**config.mk**
```make
export PLATFORM = sky130hd
export DESIGN_NAME = wb_regfile_flat
export DESIGN_NICKNAME = d
export VERILOG_FILES = /design/src/rtl/riscv_pkg.sv /design/src/rtl/wb_regfile_if.sv /design/src/rtl/regfile_2r1w.sv /design/src/rtl/wb_regfile.sv /design/src/flat_wrapper.sv
export SDC_FILE = /design/constraint.sdc
export NUM_CORES = 2
export LEC_CHECK = 0
export CORE_UTILIZATION = 65
export DETAILED_ROUTE_END_ITERATION = 10
export PLACE_DENSITY = 0.84
export SLEW_MARGIN = 0
export SYNTH_ARGS = -nofsm -noshare
export SYNTH_HDL_FRONTEND = slang
export SYNTH_HIERARCHICAL = 1
export SYNTH_SLANG_ARGS = --single-unit
```
**constraint.sdc**
```tcl
create_clock -name clk -period 6.6 [get_ports clk]
set_input_delay 1.32 -clock clk [delete_from_list [all_inputs] [get_ports clk]]
set_output_delay 1.32 -clock clk [all_outputs]
set_load 0.02 [all_outputs]
```
**src/rtl/riscv_pkg.sv**
```systemverilog
// Shared RISC-V pipeline constants and types used by the write-back stage and register file.
package riscv_pkg;

  localparam int XLEN   = 32;
  localparam int NREGS  = 32;
  localparam int ADDR_W = 5;

  typedef logic [ADDR_W-1:0] reg_idx_t;
  typedef logic [XLEN-1:0]   xlen_t;

  localparam reg_idx_t X0 = 5'd0;

  typedef enum logic {
    WB_SEL_ALU = 1'b0,
    WB_SEL_MEM = 1'b1
  } wb_sel_e;

endpackage

```
**src/rtl/wb_regfile_if.sv**
```systemverilog
// MEM/WB-to-write-back bus plus the decode read ports and commit status of the register file.
interface wb_regfile_if #(
  parameter int CNT_W = 32
);
  import riscv_pkg::*;

  xlen_t             mem_rd_data_in;
  xlen_t             data_in;
  reg_idx_t          mem_rd_addr_in;
  logic              memToReg_in;
  logic              regWrite_in;
  reg_idx_t          rs1_addr_in;
  reg_idx_t          rs2_addr_in;
  xlen_t             rs1_data_out;
  xlen_t             rs2_data_out;
  xlen_t             wb_data_out;
  logic              wb_we_out;
  logic [CNT_W-1:0]  wb_count_out;

  modport master (
    output mem_rd_data_in, data_in, mem_rd_addr_in, memToReg_in, regWrite_in,
    output rs1_addr_in, rs2_addr_in,
    input  rs1_data_out, rs2_data_out, wb_data_out, wb_we_out, wb_count_out
  );

  modport slave (
    input  mem_rd_data_in, data_in, mem_rd_addr_in, memToReg_in, regWrite_in,
    input  rs1_addr_in, rs2_addr_in,
    output rs1_data_out, rs2_data_out, wb_data_out, wb_we_out, wb_count_out
  );

endinterface

```
**src/rtl/regfile_2r1w.sv**
```systemverilog
// Architectural integer register file: x0 reads zero, asynchronous clear, one write port
// and two combinational read ports with write-through bypass.
module regfile_2r1w
  import riscv_pkg::*;
(
  input  logic     clk,
  input  logic     rst_n,
  input  logic     we_in,
  input  reg_idx_t waddr_in,
  input  xlen_t    wdata_in,
  input  reg_idx_t rs1_addr_in,
  input  reg_idx_t rs2_addr_in,
  output xlen_t    rs1_data_out,
  output xlen_t    rs2_data_out
);

  xlen_t regs_d [NREGS];
  xlen_t regs_q [NREGS];
  logic  wr_en_s;

  function automatic xlen_t read_port(
    input reg_idx_t idx,
    input xlen_t    stored,
    input logic     we,
    input reg_idx_t waddr,
    input xlen_t    wdata
  );
    xlen_t val;
    if (idx == X0) begin
      val = '0;
    end else if (we && (idx == waddr)) begin
      val = wdata;
    end else begin
      val = stored;
    end
    return val;
  endfunction

  // Next-state of the array; entry 0 is never written so it stays at its reset value of zero.
  always_comb begin
    wr_en_s = we_in && (waddr_in != X0);
    regs_d  = regs_q;
    if (wr_en_s) begin
      regs_d[waddr_in] = wdata_in;
    end else begin
      regs_d = regs_q;
    end
  end

  // Array storage with asynchronous clear.
  always_ff @(posedge clk or negedge rst_n) begin
    if (!rst_n) begin
      for (int i = 0; i < NREGS; i++) begin
        regs_q[i] <= '0;
      end
    end else begin
      regs_q <= regs_d;
    end
  end

  // Read ports see a same-cycle write so decode never needs a separate WB forward.
  always_comb begin
    rs1_data_out = read_port(rs1_addr_in, regs_q[rs1_addr_in], wr_en_s, waddr_in, wdata_in);
    rs2_data_out = read_port(rs2_addr_in, regs_q[rs2_addr_in], wr_en_s, waddr_in, wdata_in);
  end

endmodule

```
**src/rtl/wb_regfile.sv**
```systemverilog
// Write-back stage: selects the write-back value, gates the commit enable and counts
// committed register writes; the array itself lives in regfile_2r1w.
module wb_regfile
  import riscv_pkg::*;
#(
  parameter int CNT_W = 32
) (
  input logic         clk,
  input logic         rst_n,
  wb_regfile_if.slave bus
);

  xlen_t            wb_data_s;
  logic             wb_we_s;
  logic [CNT_W-1:0] wb_count_d;
  logic [CNT_W-1:0] wb_count_q;

  // Write-back mux and effective enable; rst_n gating kills a write pending when reset hits.
  always_comb begin
    if (wb_sel_e'(bus.memToReg_in) == WB_SEL_MEM) begin
      wb_data_s = bus.mem_rd_data_in;
    end else begin
      wb_data_s = bus.data_in;
    end
    wb_we_s = bus.regWrite_in && (bus.mem_rd_addr_in != X0) && rst_n;
  end

  // Commit counter next-state; wraps silently.
  always_comb begin
    wb_count_d = wb_count_q;
    if (wb_we_s) begin
      wb_count_d = wb_count_q + CNT_W'(1);
    end else begin
      wb_count_d = wb_count_q;
    end
  end

  // Commit counter storage.
  always_ff @(posedge clk or negedge rst_n) begin
    if (!rst_n) begin
      wb_count_q <= '0;
    end else begin
      wb_count_q <= wb_count_d;
    end
  end

  regfile_2r1w u_regfile (
    .clk          (clk),
    .rst_n        (rst_n),
    .we_in        (wb_we_s),
    .waddr_in     (bus.mem_rd_addr_in),
    .wdata_in     (wb_data_s),
    .rs1_addr_in  (bus.rs1_addr_in),
    .rs2_addr_in  (bus.rs2_addr_in),
    .rs1_data_out (bus.rs1_data_out),
    .rs2_data_out (bus.rs2_data_out)
  );

  assign bus.wb_data_out  = wb_data_s;
  assign bus.wb_we_out    = wb_we_s;
  assign bus.wb_count_out = wb_count_q;

endmodule

```
**src/flat_wrapper.sv**
```systemverilog
// flat-port wrapper written by rule: the top's interface ports become plain ports
module wb_regfile_flat import riscv_pkg::*;
#(
  parameter int CNT_W = 32
)
  (clk, rst_n, bus_mem_rd_data_in, bus_data_in, bus_mem_rd_addr_in, bus_memToReg_in, bus_regWrite_in, bus_rs1_addr_in, bus_rs2_addr_in, bus_rs1_data_out, bus_rs2_data_out, bus_wb_data_out, bus_wb_we_out, bus_wb_count_out);
  wb_regfile_if #(.CNT_W(CNT_W)) bus_i ();
  input logic clk;
  input logic rst_n;
  input wire logic [$bits(bus_i.mem_rd_data_in)-1:0] bus_mem_rd_data_in;
  input wire logic [$bits(bus_i.data_in)-1:0] bus_data_in;
  input wire logic [$bits(bus_i.mem_rd_addr_in)-1:0] bus_mem_rd_addr_in;
  input wire logic [$bits(bus_i.memToReg_in)-1:0] bus_memToReg_in;
  input wire logic [$bits(bus_i.regWrite_in)-1:0] bus_regWrite_in;
  input wire logic [$bits(bus_i.rs1_addr_in)-1:0] bus_rs1_addr_in;
  input wire logic [$bits(bus_i.rs2_addr_in)-1:0] bus_rs2_addr_in;
  output wire logic [$bits(bus_i.rs1_data_out)-1:0] bus_rs1_data_out;
  output wire logic [$bits(bus_i.rs2_data_out)-1:0] bus_rs2_data_out;
  output wire logic [$bits(bus_i.wb_data_out)-1:0] bus_wb_data_out;
  output wire logic [$bits(bus_i.wb_we_out)-1:0] bus_wb_we_out;
  output wire logic [$bits(bus_i.wb_count_out)-1:0] bus_wb_count_out;
  assign bus_i.mem_rd_data_in = bus_mem_rd_data_in;
  assign bus_i.data_in = bus_data_in;
  assign bus_i.mem_rd_addr_in = bus_mem_rd_addr_in;
  assign bus_i.memToReg_in = bus_memToReg_in;
  assign bus_i.regWrite_in = bus_regWrite_in;
  assign bus_i.rs1_addr_in = bus_rs1_addr_in;
  assign bus_i.rs2_addr_in = bus_rs2_addr_in;
  assign bus_rs1_data_out = bus_i.rs1_data_out;
  assign bus_rs2_data_out = bus_i.rs2_data_out;
  assign bus_wb_data_out = bus_i.wb_data_out;
  assign bus_wb_we_out = bus_i.wb_we_out;
  assign bus_wb_count_out = bus_i.wb_count_out;
  wb_regfile #(.CNT_W(CNT_W)) u_core (.clk(clk), .rst_n(rst_n), .bus(bus_i));
endmodule
```
**After elaboration in Yosys (flattened, before gate mapping)**

Cells that the tools add are included.

- Register bits after elaboration: 1056
- Logic and storage cells: 66
- Output and inout port bits: 129

- Eq/ne operators: 2
- Reductions and logical operators: 9
- Magnitude comparators: 4
- Add/subtract/negate cells: 1
- Bitwise operators: 3
- Muxes and demuxes: 14

Operators with widths:

| cell | number |
|---|---|
| $bwmux W1024 | 1 |
| $bmux W32 S5 | 2 |
| $mux W32 | 10 |
| $demux W32 S5 | 1 |
| $add A32 B1 Y32 const B | 1 |
| $ge A6 B6 Y1 const B | 3 |
| $not A5 Y6 | 3 |
| $eq A5 B5 Y1 | 2 |
| $logic_not A5 Y1 | 2 |
| $logic_and A1 B1 Y1 | 6 |
| $lt A6 B1 Y1 const B | 1 |
| $reduce_bool A5 Y1 | 1 |

**Depth between registers and ports, before layout**

- Depth in word-level cells: 7
- Depth in mapped cells: 11
- Gate-level depth less buffers: 7

**By module**

The synthesis kept the hierarchy.

By module, submodules not included:

| module | area an instance (µm²) | cells each | sequential area each (µm²) | instances |
|---|---|---|---|---|
| regfile_2r1w | 55029.0 | 3833 | 25624.6 | 1 |
| wb_regfile | 1844.3 | 161 | 800.8 | 1 |

**Worst setup path before layout**

No wires, ideal clock.

- Kind: input to output
- Start: in bus_mem_rd_addr_in[0]
- End: out bus_rs2_data_out[21]
- Data arrival time: 3.865 ns
- Path slack: 1.415 ns
- Stages: 9
- Data required time: 5.280 ns
- Path through: or4_1 -> nor2_4 -> nor2_1 -> clkbuf_1 -> nand4_1 -> or2_2 -> buf_2 -> nand2_1 -> o311ai_0

- Longest elaborated chain between the ends: 7
- Elaborated cells on any way between the ends: 8
- Those cells by class: eq/ne (1); mux (2); reduce/logical (5)

Ends and longest elaborated chain:

| what | RTL line | source |
|---|---|---|
| start, declared | flat_wrapper.sv:12 | `input wire logic [$bits(bus_i.mem_rd_addr_in)-1:0] bus_mem_rd_addr_in;` |
| $reduce_bool A5 Y1 | wb_regfile.sv:25 | `wb_we_s = bus.regWrite_in && (bus.mem_rd_addr_in != X0) && rst_n;` |
| $logic_and A1 B1 Y1 (2 in a row) | wb_regfile.sv:25 |  |
| via bus_wb_we_out | flat_wrapper.sv:20 | `output wire logic [$bits(bus_i.wb_we_out)-1:0] bus_wb_we_out;` |
| $logic_and A1 B1 Y1 | regfile_2r1w.sv:41 | `wr_en_s = we_in && (waddr_in != X0);` |
| $logic_and A1 B1 Y1 | regfile_2r1w.sv:31 | `end else if (we && (idx == waddr)) begin` |
| $mux W32 | regfile_2r1w.sv:31 |  |
| $mux W32 | regfile_2r1w.sv:29 | `if (idx == X0) begin` |
| end, declared | flat_wrapper.sv:18 | `output wire logic [$bits(bus_i.rs2_data_out)-1:0] bus_rs2_data_out;` |

The timed path passes the listed nets, and every way through them passes these cells.

**Final worst setup path**

- Start: in bus_mem_rd_addr_in[2]
- End: out bus_rs2_data_out[4]

- Longest elaborated chain between the ends: 7
- Elaborated cells on any way between the ends: 8
- Those cells by class: eq/ne (1); mux (2); reduce/logical (5)

Ends and longest elaborated chain:

| what | RTL line |
|---|---|
| $reduce_bool A5 Y1 | regfile_2r1w.sv:41, wb_regfile.sv:25 |
| $logic_and A1 B1 Y1 (2 in a row) | wb_regfile.sv:25 |
| $logic_and A1 B1 Y1 | regfile_2r1w.sv:41 |
| $logic_and A1 B1 Y1 (*) | regfile_2r1w.sv:31 |
| $mux W32 (*) | regfile_2r1w.sv:31 |
| $mux W32 (*) | regfile_2r1w.sv:29 |

Mark *: on every way between the ends. The rest lies on a longest branch, timed or not.

==> summary.txt <==
Drt
  • ANT nets after route: 0
  • TritonRoute pass-1 iters: 6
  • Final WL: 186000 microns
  • Routed wire per std cell: 35.0 microns
  • DR vias: 40.5k
  • Drt via density: 7.62
  • 1st-iter DRT viols: 5826
  • Drt drc: 0

Synth
  • Sequential area share after synthesis: 46.5%
  • Syn nets: 4078
  • Mapped cell area: 56900 sq um
  • Synth Warn #: 6
  • Mux share of post-synthesis cell area: 40.9%
  • Ys flop type: dfrtp_1
  • Synthesized area per cell: 14.2 sq um
  • Post-synth EDFFs: 0
  • Cells after Synth: 3994
  • Combinational family with the most area after synthesis: multiplexers
  • XOR/XNOR Fraction of Synth Area: 0.631%
  • FF+latch count, synth: 1056
  • Post-synthesis cell type count: 62
  • Async SR Flop Fraction: 100%
  • Complex-gate fraction of the synthesized area: 6.16%
  • Synth Area in Adders: 0.0220%
  • Post-Synth Simple-Gate Area: 2.25%

Final layout
  • Cell area after layout: 64300 sq um
  • NumNets Final: 4142
  • Layout Cells excl Fill: 5311
  • Synth-to-Final Area Change: 13.1%
  • Share of cells above drive strength 1: 45.6%

CTS
  • Post-CTS setup repair buffer count: 0
  • Clk sink count: 1056
  • CTS clock-pin slew for the worst setup and hold paths: 0.06 ns
  • CTS tree: built
  • Clock Tree Buf Depth: 3
  • Cts hold-fix bufs: 0
  • H-tree depth: 3
  • Root Driver: clkbuf_16
  • Clock latency on the worst-skew pair: 0.70 ns
  • CTS buffer count: 112

Pwr
  • Clock power frac: 37.1%
  • Pwr/cell area: 282 nW/um^2
  • Leakage: 28.8 nW
  • Internal: 13.2 mW
  • Peak supply drop: 0.000244 V
  • Comb pwr share: 18.5%
  • Switching power total: 4.96 mW
  • Seq pwr share: 44.5%
  • Sw frac: 27.4%

Timing
  • Setup tns final: 0 ns
  • Final Setup Violations: 0
  • Relative slew margins: 12.3%
  • Final Skew: 0.0108 ns
  • Period minus WS final: 6.48 ns
  • Fin crit share: 98.2%
  • Slew of the pin with the lowest slew margin: 1.31 ns
  • Final Max Slew Viols: 0
  • Hold WS: 0.392 ns
  • RSZ-0062 raised after global routing: false
  • Peak Freq: 0.154 GHz
  • Fin. Hold Viols: 0

Placement
  • Cell Area, Placed: 60300 sq um
  • Final HPWL DP: 113000 microns
  • I/O Buffers: 211
  • Final GP Congestion: 0.947
  • Placed insts: 5099

Setup path
  • Setup CP Type: input pin to primary output
  • CP endpoint kind: primary output
  • Crit path max fanout: 11
  • Startpoint Class: input pin
  • WP data required: 5.28 ns
  • Arrival time of the worst setup path: 5.16 ns

Die
  • Total die area: 88700 sq um
  • Initial core utilization: 65.6%
  • Die height: 298 microns
  • Die width: 298 microns
  • Core Box Area: 86800 sq um
  • I/O Pins: 212
  • Num rows: 108

Global routing
  • Total track usage: 41.9%
  • Vias in the first global route: 40.9k
  • Initial antenna violation count: 4
  • Largest net degree at the start of global routing: 180
  • GR Overflow Total: 0
  • First-pass GRT wire length: 273000 microns

Outcome
  • Status: finished, final reports clean

Run
  • Max-cap violations: 0

Worst hold path
  • Hold crit path type: input pin to async pin
## layout make-up
| class | count | area, sq um |
|---|---|---|
| multi-input cells | 2487 | 28700 |
| flip-flops and latches | 1056 | 26400 |
| fillers | 5357 | 22500 |
| repair buffers | 398 | 3800 |
| clock buffers | 166 | 3320 |
| well taps | 1155 | 1450 |
| clock inverters | 41 | 622 |
| diodes | 5 | 12.5 |
| inverters | 3 | 11.3 |
## metal layers
| metal | GRT usage (%) | share of wire (%) | routed length [microns] | vias up |
|---|---|---|---|---|
| met4 | 24.6 | 7.0 | 12900 | 6 |
| met3 | 11.5 | 12 | 22500 | 775 |
| li1 | - | - | - | 15600 |
| met5 | 0.271 | 0.029 | 53 | - |
| met2 | 63.5 | 46 | 84700 | 3056 |
| met1 | 54.7 | 35 | 65500 | 21000 |
## timing repair
item,4_1_cts,5_1_grt
endpoints found under the setup margin,0,1
resized for setup,0,1
hold endpoints to repair,0,0
## synth_stat cells (15+ instances only)
| cell | count | area (sq um) |
|---|---|---|
| clkbuf_1 | 262 | 983 |
| a32o_1 | 32 | 320 |
| buf_4 | 31 | 233 |
| xnor2_1 | 33 | 289 |
| mux2i_1 | 311 | 3110 |
| o221ai_1 | 66 | 578 |
| mux4_2 | 355 | 8000 |
| buf_2 | 87 | 435 |
| nor2_1 | 46 | 173 |
| buf_1 | 55 | 206 |
| mux2_2 | 1081 | 12200 |
| o21ai_0 | 40 | 200 |
| a21oi_1 | 65 | 325 |
| nand3_1 | 15 | 75.1 |
| a221o_1 | 47 | 470 |
| nand2_1 | 84 | 315 |
| a221oi_1 | 39 | 342 |
| dfrtp_1 | 1056 | 26400 |
| a22oi_1 | 65 | 488 |
| o22ai_1 | 32 | 200 |
## registers in the layout, summed over array words and instances (netlist names)
| name | flops |
|---|---|
| u_core/u_regfile/regs_q | 1024 |
| u_core/bus.wb_count_out | 32 |
## path summary, 6_finish.rpt
kind | endpoint | cells after the start | slack (ns) | from
setup / recovery | bus_rs2_data_out[4] | 9 | 0.12 | bus_mem_rd_addr_in[2]
hold / removal | u_core/bus.wb_count_out[31] | 1 | 0.39 | rst_n
setup reg to reg | u_core/bus.wb_count_out[28] | 5 | 4.59 | u_core/bus.wb_count_out[9]
hold reg to reg | u_core/u_regfile/regs_q[1012] | 0 | 0.40 | u_core/u_regfile/regs_q[1012]
max in group asynchronous | u_core/u_regfile/regs_q[267] | 5 | 2.26 | rst_n
min in group clk | u_core/u_regfile/regs_q[1012] | 0 | 0.40 | u_core/u_regfile/regs_q[1012]
## cells in the final DEF, fill, tap and decap left out, drive strengths merged, types with 5 or more instances in the layout
cell,n
inv,6
nand2,85
clkdlybuf4s50,188
buf,210
nor2,47
o221ai,66
a22oi,65
nand3b,10
a2111oi,9
o22a,7
o21a,5
a311oi,8
diode,5
a221oi,39
o21ai,40
xnor2,33
nand4,14
clkbuf,166
a21oi,65
nor3b,12
dfrtp,1056
a22o,10
mux2i,311
a32o,32
mux2,1081
xor2,8
nor3,8
o211ai,8
mux4,355
o311ai,5
o22ai,32
bufinv,14
nand2b,10
and3,9
a211oi,5
nor4,8
nand3,15
clkinv,18
clkinvlp,6
a221o,47
## critical path, cell delays in order
cell and delay [ns]:
clkdlybuf4s50_1 0.44, buf_4 0.19, or3_1 0.40, o311ai_0 0.59
or2_2 0.45, nand2_1 0.31, o311ai_0 0.64, buf_4 0.20
clkdlybuf4s50_1 0.60
## cells by family (layout without fill, tap and decap cells)
kind of cell | Yosys count | count (layout)
AO/OA/AOI/OAI | 455 | 455
XOR/XNOR | 41 | 41
adder cells (fa/ha/maj) | 1 | 1
buffers and inverters | 451 | 608
flip-flops | 1056 | 1056
multiplexers | 1747 | 1747
other | 0 | 5
AND/OR/NAND/NOR | 243 | 243
## metrics by stage
step                      power [mW]  utilization [%]  setup WS (ns)
after global placement          11.2             69.6          0.123
after global routing            18.6             74.1         0.0264
final                           18.1             74.1          0.116
after floorplan                 10.2                -           1.41
after CTS                       18.1             74.1         0.0915
after detailed placement        11.4             69.6          0.121
## power groups by stage
stage	Clock, mW	Sequential [mW]	Combinational (mW)
5_1_grt	6.99	8.14	3.51
3_3_place_gp	0	8.03	3.18
4_1_cts	6.74	8.01	3.30
2_1_floorplan	0	7.90	2.30
6_report	6.71	8.05	3.34
3_5_place_dp	0	8.11	3.27
No activity file was read; power rests on OpenSTA's default activity.
